$ cat config.mk
export PLATFORM = sky130hd
export DESIGN_NAME = song_sequencer_flat
export DESIGN_NICKNAME = d
export VERILOG_FILES = /design/src/rtl/song_pkg.sv /design/src/rtl/song_sequencer_if.sv /design/src/rtl/song_sequencer_note_index_counter.sv /design/src/rtl/song_sequencer.sv /design/src/flat_wrapper.sv
export SDC_FILE = /design/constraint.sdc
export NUM_CORES = 1
export LEC_CHECK = 0
export CAP_MARGIN = 20
export CORE_AREA = 2 2 55 57
export CTS_CLUSTER_SIZE = 10
export DETAILED_ROUTE_END_ITERATION = 8
export DIE_AREA = 0 0 57 59
export GPL_TIMING_DRIVEN = 0
export PLACE_DENSITY = 0.76
export RECOVER_POWER = 25
export SYNTH_ARGS = -nofsm -noshare
export SYNTH_HDL_FRONTEND = slang
export SYNTH_SLANG_ARGS = --single-unit
$ cat constraint.sdc
create_clock -name clk -period 2.63 [get_ports clk]
set_input_delay 0.526 -clock clk [delete_from_list [all_inputs] [get_ports clk]]
set_output_delay 0.526 -clock clk [all_outputs]
set_load 0.05 [all_outputs]
$ cat src/rtl/song_pkg.sv
// Shared widths, FSM state encodings and the ROM end-of-song marker for the song sequencer.
package song_pkg;

    localparam int SONG_W = 2;
    localparam int IDX_W  = 5;
    localparam int NOTE_W = 6;
    localparam int DUR_W  = 6;

    localparam int END_MARKER_DUR = 0;

    typedef enum logic [2:0] {
        S_IDLE,
        S_WAIT_ROM,
        S_ISSUE,
        S_WAIT_NOTE,
        S_DONE
    } state_t;

endpackage

$ cat src/rtl/song_sequencer_if.sv
// Song ROM read bus plus the note-player handshake, seen from the sequencer (master) side.
interface song_sequencer_if
    import song_pkg::*;
#(
    parameter int SONG_W = song_pkg::SONG_W,
    parameter int IDX_W  = song_pkg::IDX_W,
    parameter int NOTE_W = song_pkg::NOTE_W,
    parameter int DUR_W  = song_pkg::DUR_W
);
    logic [SONG_W+IDX_W-1:0] rom_addr;
    logic [NOTE_W-1:0]       rom_note;
    logic [DUR_W-1:0]        rom_dur;
    logic                    new_note;
    logic [NOTE_W-1:0]       note;
    logic [DUR_W-1:0]        duration;
    logic                    note_done;

    modport master (
        output rom_addr, new_note, note, duration,
        input  rom_note, rom_dur, note_done
    );

    modport slave (
        input  rom_addr, new_note, note, duration,
        output rom_note, rom_dur, note_done
    );
endinterface

$ cat src/rtl/song_sequencer_note_index_counter.sv
// Note index up-counter with synchronous clear/enable and a terminal-count flag.
module note_index_counter #(
    parameter int W = 5
) (
    input  logic         clk,
    input  logic         reset_n,
    input  logic         clear,
    input  logic         enable,
    output logic [W-1:0] count,
    output logic         terminal
);

    always_ff @(posedge clk or negedge reset_n) begin
        if (!reset_n) begin
            count <= '0;
        end else if (clear) begin
            count <= '0;
        end else if (enable) begin
            count <= count + W'(1);
        end
    end

    assign terminal = &count;

endmodule

$ cat src/rtl/song_sequencer.sv
// Walks the selected song's note list in the song ROM and hands each note to the note player.
module song_sequencer
    import song_pkg::*;
#(
    parameter int SONG_W  = song_pkg::SONG_W,
    parameter int IDX_W   = song_pkg::IDX_W,
    parameter int NOTE_W  = song_pkg::NOTE_W,
    parameter int DUR_W   = song_pkg::DUR_W,
    parameter int ROM_LAT = 1
) (
    input  logic              clk,
    input  logic              reset_n,
    input  logic              play,
    input  logic              reset_player,
    input  logic [SONG_W-1:0] song,
    output logic              song_done,
    song_sequencer_if.master  bus
);

    localparam int CNT_W = 2;

    state_t             state, state_next;
    logic [CNT_W-1:0]   wait_cnt, wait_cnt_next;
    logic [IDX_W-1:0]   idx;
    logic               idx_last;
    logic               idx_clear;
    logic               idx_en;
    logic               issue;

    note_index_counter #(.W(IDX_W)) u_idx (
        .clk      (clk),
        .reset_n  (reset_n),
        .clear    (idx_clear),
        .enable   (idx_en),
        .count    (idx),
        .terminal (idx_last)
    );

    always_ff @(posedge clk or negedge reset_n) begin
        if (!reset_n) begin
            state    <= S_IDLE;
            wait_cnt <= '0;
        end else begin
            state    <= state_next;
            wait_cnt <= wait_cnt_next;
        end
    end

    // reset_player overrides everything, including a coincident note_done.
    always_comb begin
        state_next    = state;
        wait_cnt_next = wait_cnt;
        idx_clear     = 1'b0;
        idx_en        = 1'b0;
        issue         = 1'b0;
        if (reset_player) begin
            state_next    = S_IDLE;
            wait_cnt_next = '0;
            idx_clear     = 1'b1;
        end else begin
            case (state)
                S_IDLE: begin
                    if (play) begin
                        state_next    = S_WAIT_ROM;
                        wait_cnt_next = CNT_W'(ROM_LAT);
                    end
                end
                S_WAIT_ROM: begin
                    if (play) begin
                        wait_cnt_next = wait_cnt - CNT_W'(1);
                        if (wait_cnt == CNT_W'(1)) begin
                            state_next = S_ISSUE;
                        end
                    end
                end
                S_ISSUE: begin
                    if (play) begin
                        if (bus.rom_dur == DUR_W'(END_MARKER_DUR)) begin
                            state_next = S_DONE;
                        end else begin
                            issue      = 1'b1;
                            state_next = S_WAIT_NOTE;
                        end
                    end
                end
                S_WAIT_NOTE: begin
                    if (bus.note_done) begin
                        if (idx_last) begin
                            state_next = S_DONE;
                        end else begin
                            idx_en        = 1'b1;
                            state_next    = S_WAIT_ROM;
                            wait_cnt_next = CNT_W'(ROM_LAT);
                        end
                    end
                end
                S_DONE: begin
                    state_next = S_DONE;
                end
                default: begin
                    state_next = S_IDLE;
                end
            endcase
        end
    end

    always_ff @(posedge clk or negedge reset_n) begin
        if (!reset_n) begin
            bus.new_note <= 1'b0;
            bus.note     <= '0;
            bus.duration <= '0;
        end else begin
            bus.new_note <= issue;
            if (issue) begin
                bus.note     <= bus.rom_note;
                bus.duration <= bus.rom_dur;
            end
        end
    end

    assign bus.rom_addr = {song, idx};
    assign song_done    = (state == S_DONE);

endmodule
$ cat src/flat_wrapper.sv
// flat-port wrapper written by rule: the top's interface ports become plain ports
module song_sequencer_flat import song_pkg::*;
#(
    parameter int SONG_W  = song_pkg::SONG_W,
    parameter int IDX_W   = song_pkg::IDX_W,
    parameter int NOTE_W  = song_pkg::NOTE_W,
    parameter int DUR_W   = song_pkg::DUR_W,
    parameter int ROM_LAT = 1
)
  (clk, reset_n, play, reset_player, song, song_done, bus_rom_addr, bus_new_note, bus_note, bus_duration, bus_rom_note, bus_rom_dur, bus_note_done);
  song_sequencer_if #(.SONG_W(SONG_W), .IDX_W(IDX_W), .NOTE_W(NOTE_W), .DUR_W(DUR_W)) bus_i ();
  input  logic clk;
  input  logic reset_n;
  input  logic play;
  input  logic reset_player;
  input  logic [SONG_W-1:0] song;
  output logic song_done;
  output wire logic [$bits(bus_i.rom_addr)-1:0] bus_rom_addr;
  output wire logic [$bits(bus_i.new_note)-1:0] bus_new_note;
  output wire logic [$bits(bus_i.note)-1:0] bus_note;
  output wire logic [$bits(bus_i.duration)-1:0] bus_duration;
  input wire logic [$bits(bus_i.rom_note)-1:0] bus_rom_note;
  input wire logic [$bits(bus_i.rom_dur)-1:0] bus_rom_dur;
  input wire logic [$bits(bus_i.note_done)-1:0] bus_note_done;
  assign bus_rom_addr = bus_i.rom_addr;
  assign bus_new_note = bus_i.new_note;
  assign bus_note = bus_i.note;
  assign bus_duration = bus_i.duration;
  assign bus_i.rom_note = bus_rom_note;
  assign bus_i.rom_dur = bus_rom_dur;
  assign bus_i.note_done = bus_note_done;
  song_sequencer #(.SONG_W(SONG_W), .IDX_W(IDX_W), .NOTE_W(NOTE_W), .DUR_W(DUR_W), .ROM_LAT(ROM_LAT)) u_core (.clk(clk), .reset_n(reset_n), .play(play), .reset_player(reset_player), .song(song), .song_done(song_done), .bus(bus_i));
endmodule
==> metrics.txt <==
cts bufs inserted 3; Die Wd roughly 57 um; area growth from synthesis to layout 37.5%; asr flop ratio synth between 90% and 100%; switching share of total power 40.8%; Max Used Layer met4; final WL 2530 um; post-synthesis instance area approximately 1200 um2; IO buf count 37; worst vdd ir around 0.52 mV; Synth top area share roughly half; Max Freq 0.420 GHz; CTS tree done; DP Cell Count 170; Clk network pwr share between 15 and 20%; Int Power between 600 and 700 uW; reg2reg start u_core.u_idx.count[0]; pin count of the biggest net entering global routing 24; R2R setup slack around 0.5 ns; CTS-repair resized insts 1; first-pass iteration count of the detailed router 4; post-CTS setup buffers 0; Top FF cell, synth dfrtp_1; number of global-route vias before repair between 1k and 1.5k; crit path cell chain clkbuf_1 -> nor3b_1 -> dlygate4sd2_1; MaxCap Viol Count 0; CTS sink count 23; Final nets 167; Vias slightly below 1k; Synth Net Count roughly 120; Critical Path Slowest Stage Cell dlygate4sd2_1; Final Slew Violations 0; reg2reg path depth 6; # diodes 0; Leakage 0.000676 uW; Area contributors post-synth dfrtp_1 (49%), mux2_2 (12%), ha_1 (3.2%); Hold Vio Cnt, Final 0; setup skew after layout 0.00556 ns; Crit Path Class flip-flop to primary output; routed length on met3 about 230 um; Yosys reg bits 23; antenna violations before repair 0; Worst Hold Class flip-flop to flip-flop; Post-synth EDFFs 0; Worst-Margin Slew 0.724 ns; NetSw 454 uW; Reg clk slew, reported paths roughly 0.13 ns; peak fanout along the critical path 10; Fillers roughly 250; Synth Instances between 100 and 150; CP endpoint kind primary output; critical path required time 2.10 ns; Die Y a little under 60 um; synthesized area per cell ~11 um2; arrival time worst endpoint ~1.9 ns; total core area roughly 2700 um2; die outline area approximately 3400 um2; drc violations 0; Pwr per Cell Area roughly 700 nW/um2; combinational share of power about 44%; initial DRC count 10; Post-Route Setup TNS 0 ns; Worst R2R End u_core.u_idx.count[3]; hold buffers post-CTS 0; fin util just under 60%; gr usage total approximately 17%; Setup crit start kind flip-flop; fin crit share between 90 and 100%; DRT met1 WL around 1100 um; WL met2 approximately 1100 um; layout cells sized above 1 around 15%; io pins 40; CTS Root Cell clkbuf_4; Post-DP HPWL roughly 1900 um; number of vias per cell approximately 5.6; sequential fraction of the synthesis area about 50%; CP Capture Point song_done; Unique masters post-synth 35; Tmin final ~2.4 ns; grt total ovfl 0; launch point of the worst path u_core.state[1]; Post-DRT Antenna Nets 0; RSZ-0062 raised after global routing false; status completed; Avg WL per Cell 14.5 um; Yosys Warn Count 0; Starting Density between 40% and 50%; CP peak stage delay between 0.5 and 0.6 ns; clk_lat worst skew between 0.3 and 0.4 ns; Rows 19; Final Non-Filler Cells 175; Routability Congestion about 0.84; slew margin rel. 51.8%; first-pass GRT wire length about 4600 um; Synth area leader dfrtp_1; H-Tree Depth 1; final setup vio count 0; Sequential Power Share 40.9%; Clock Tree Buf Depth 2
synthesized netlist by cell type (2+ instances only):
cell type / instances
a21oi_1: 6
a31oi_1: 2
and3b_1: 2
buf_4: 2
clkbuf_1: 3
dfrtp_1: 23
ha_1: 3
inv_1: 3
mux2_2: 12
nand2b_1: 4
nand3_1: 5
nand3b_1: 2
nand4b_1: 2
nor2_1: 3
nor2b_1: 4
nor4_1: 2
o21ai_0: 3
o31ai_1: 2
or4_1: 3
cell usage in the layout, fill, tap and decap left out, drive strengths merged, types with 4 or more instances in the layout:
cell type      count
a21oi              6
nor2b              4
mux2              12
dfrtp             23
clkbuf             7
clkdlybuf4s50     35
nand2b             4
nand3              5
per-layer routing:
metal	global-route usage, %	vias to the layer above
met1	21.1	466
li1	-	468
met4	5.98	0
met2	28.9	42
met3	5.46	5
met5	0	-
worst min-delay path by stage:
stage                            start                      to  slack (ns)  depth (start not counted)
floorplan                      reset_n  u_core.bus.duration[0]        0.23                          0
global placement    u_core.bus.note[2]      u_core.bus.note[2]        0.49                          1
detailed placement  u_core.bus.note[3]      u_core.bus.note[3]        0.50                          1
CTS                 u_core.bus.note[3]      u_core.bus.note[3]        0.53                          1
global route        u_core.bus.note[3]      u_core.bus.note[3]        0.55                          1
finish              u_core.bus.note[3]      u_core.bus.note[3]        0.52                          1
area by class of cell:
type	instances	area, um2	area share (%)
inverters	3	11.3	0.699
clock buffers	3	22.5	1.40
multi-input cells	70	548	34.0
well taps	31	38.8	2.41
flip-flops and latches	23	576	35.7
clock inverters	1	5.00	0.311
repair buffers	38	373	23.1
plain buffers	6	37.5	2.33
critical path, delay by kind of cell, from the launching register on:
kind / cells / cell delay [ns]
buffers and inverters: 2 / 0.80
and+or+nand+nor: 1 / 0.27
DFF: 1 / 0.47
registers in the layout, indices dropped and copies added, names as in the netlist:
register / flops
u_core.state: 3
u_core.bus.note: 6
u_core.bus.duration: 6
u_core.bus.new_note: 1
u_core.wait_cnt: 2
u_core.u_idx.count: 5
cells by family after synthesis:
| family | count (synthesis) | synth area share, % |
|---|---|---|
| AOI/OAI and AO/OA | 20 | 11.7 |
| adders and majority gates | 3 | 3.20 |
| buffers and inverters | 9 | 4.16 |
| DFF | 23 | 49.1 |
| muxes | 13 | 12.4 |
| and+or+nand+nor | 34 | 19.4 |
metrics by stage:
step           instance area [um2]  setup WS, ns  power, uW  hold slack, ns
2_1_floorplan                 1170         0.282        768           0.230
3_3_place_gp                  1580         0.314        946           0.492
3_5_place_dp                  1580         0.293        952           0.496
4_1_cts                       1610         0.249       1130           0.525
5_1_grt                       1610         0.121       1170           0.553
6_report                      1610         0.250       1110           0.522
power by group through the flow:
| stage | sequential [uW] | clock, uW | combinational, uW |
|---|---|---|---|
| 6_report | 455 | 171 | 488 |
| 3_5_place_dp | 462 | 0 | 490 |
| 2_1_floorplan | 671 | 0 | 97.0 |
| 4_1_cts | 457 | 177 | 492 |
| 3_3_place_gp | 461 | 0 | 486 |
| 5_1_grt | 466 | 192 | 515 |
(Power assumes the default switching activity.)
==> variant (same flow settings) <==
Encoding of `state_t`: now one-hot (5 bits for 5 states).
--- a/src/rtl/song_pkg.sv
+++ b/src/rtl/song_pkg.sv
@@ -9,10 +9,10 @@
     localparam int END_MARKER_DUR = 0;
 
-    typedef enum logic [2:0] {
-        S_IDLE,
-        S_WAIT_ROM,
-        S_ISSUE,
-        S_WAIT_NOTE,
-        S_DONE
+    typedef enum logic [4:0] {
+        S_IDLE      = 5'b00001,
+        S_WAIT_ROM  = 5'b00010,
+        S_ISSUE     = 5'b00100,
+        S_WAIT_NOTE = 5'b01000,
+        S_DONE      = 5'b10000
     } state_t;
 
Check against the original RTL: no difference found for any inputs over 10 cycles, from zero or initial values and one cycle with reset_n low; not proved beyond that.
==> variant against the original RTL <==
Area after synthesis up 16%. Global-route usage up 2.1 points. Worst setup slack worse by 150 ps. Sequential cell count up 2. Power down 14%. First-iteration DRC count up 80%. Wire length up 19%. Final area up 12%. Clock power up 11%. Largest power group is now sequential cells.
==> variant: results (changes against the original RTL) <==
- Run status: finished, final reports clean
- Avg Cell Area, Syn: 11.69 µm² (+1.7%)
- DP Cell Count: 184 (+8.2%)
- Post-DP HPWL: 2.297 mm (+22%)
- Total GRT Usage: 0.1935 (+0.02104)
- Routed len/inst: 16.01 µm (+11%)
- Max VDD drop: 0.0004595 V (-12%)
- Share of cells above drive strength 1: 0.2215 (+0.06874)
- Worst EP arrival: 2010 ps (+160 ps)
- Int Pwr: 626.9 µW (-5.0%)
- Post-Syn Nets: 138 (+11%)
- Synth area leaders: dfrtp_1 (44%), mux2_2 (11%), mux2i_1 (3.0%)
- Slowest cell delay on critical path: 520 ps (-40 ps)
- Largest regs: u_core.bus.duration x6, u_core.bus.note x6
- Via/cell ratio: 5.508 (-1.7%)
- Initial DRC Count: 18 (+8)
- Placer Congestion: 0.8333 (-0.70%)
- Crit path time final: 2533 ps (+153.6 ps)
- Static leakage: 0.0008259 µW (+22%)
- Slew margin rel.: 0.5109 (-0.006672)
- Clock Pin Slew Worst Setup and Hold Paths: 160 ps (+30 ps)
- Setup slack at placement: 229.2 ps (-64.10 ps)
- Fill cells: 237 (-4.8%)
- Synth cell types: 40 (+14%)
- Crit Path Max Fanout: 8 (-2)
- Total number of vias: 1041 (+6.1%)
- First-pass GRT wire length: 5.043 mm (+10%)
- Vias in the first global route: 1091 (+5.3%)
- Sequential share of the synthesized area: 0.4622 (-0.02875)
- Largest net degree at the start of global routing: 26 (+8.3%)
- Commonest cells post-synth: dfrtp_1 (24), mux2_2 (13), nor2_1 (8)
- Initial antenna violation count: 0 (unchanged)
-- variant: cell count changes in the layout (fill, tap and decap cells not counted), moves of 3 or more --
cell	unedited run	this run
a21oi_1	6	3
mux2i_1	1	4
nor2_1	3	8
nor2b_1	4	1
or4_1	3	0
xor2_1	0	3
-- variant: critical path, delay by kind of cell (launching register included) --
family                 cells  cell delay (ps)
buffers and inverters      3              780
AND/OR/NAND/NOR            2              520
flip-flops                 1              390
-- variant: logic make-up after synthesis --
group	count (synthesis)	synth area share
AND/OR/NAND/NOR	38	0.1937
flip-flops	25	0.4622
multiplexers	17	0.1375
AO/OA/AOI/OAI	16	0.08303
buffers and inverters	14	0.07656
XOR/XNOR	3	0.01938
adder cells (fa/ha/maj)	3	0.02768
-- variant: final timing paths --
kind                                  startpoint                     to  slack, ps  cells past startpoint
hold / removal                u_core.bus.note[0]     u_core.bus.note[0]        530                      1
max in group asynchronous                reset_n        u_core.state[3]        980                      2
setup reg to reg           u_core.u_idx.count[0]  u_core.u_idx.count[3]        490                      7
min in group asynchronous                reset_n     u_core.bus.note[0]        610                      1
setup / recovery                 u_core.state[2]              song_done        100                      5
hold reg to reg               u_core.bus.note[0]     u_core.bus.note[0]        530                      1
-- variant: per-stage QoR --
step	hold WS (ps)	cell area [µm²]	total power, µW	util
3_5_place_dp	494.3	1765	771.0	0.6514
6_report	525.9	1799	955.6	0.6639
2_1_floorplan	230.4	1356	675.7	-
3_3_place_gp	488.1	1765	751.7	0.6514
5_1_grt	557.1	1799	1011	0.6639
4_1_cts	528.6	1795	955.9	0.6625
-- variant: final cells by class --
| cell class | instances | area, µm² | share of cell area |
|---|---|---|---|
| Clock inverter | 1 | 8.758 | 0.004868 |
| Tap cell | 31 | 38.79 | 0.02156 |
| Timing Repair Buffer | 38 | 372.9 | 0.2072 |
| Buffer | 9 | 85.08 | 0.04729 |
| Multi-Input combinational cell | 77 | 625.6 | 0.3477 |
| Inverter | 5 | 18.77 | 0.01043 |
| Sequential cell | 25 | 626.9 | 0.3484 |
| Clock buffer | 3 | 22.52 | 0.01252 |
-- variant: what timing repair did --
action                     in CTS  in global routing
hold endpoints to repair        0                  0
setup buffers                   0                  0
setup endpoints to repair       1                  0
resized for setup               1                  0
-- variant: power by group through the flow --
stage	Combinational (µW)	Sequential [µW]	Clock (µW)
2_1_floorplan	226	450	0
3_3_place_gp	319	433	0
3_5_place_dp	337	434	0
4_1_cts	338	427	191
5_1_grt	366	430	215
6_report	339	427	190
-- variant: metal layers --
metal | share of wire | global-route usage
met3 | 0.035 | 0.03275
met1 | 0.44 | 0.2496
met5 | 0 | 0
met4 | 0.0043 | 0.03322
met2 | 0.52 | 0.3481
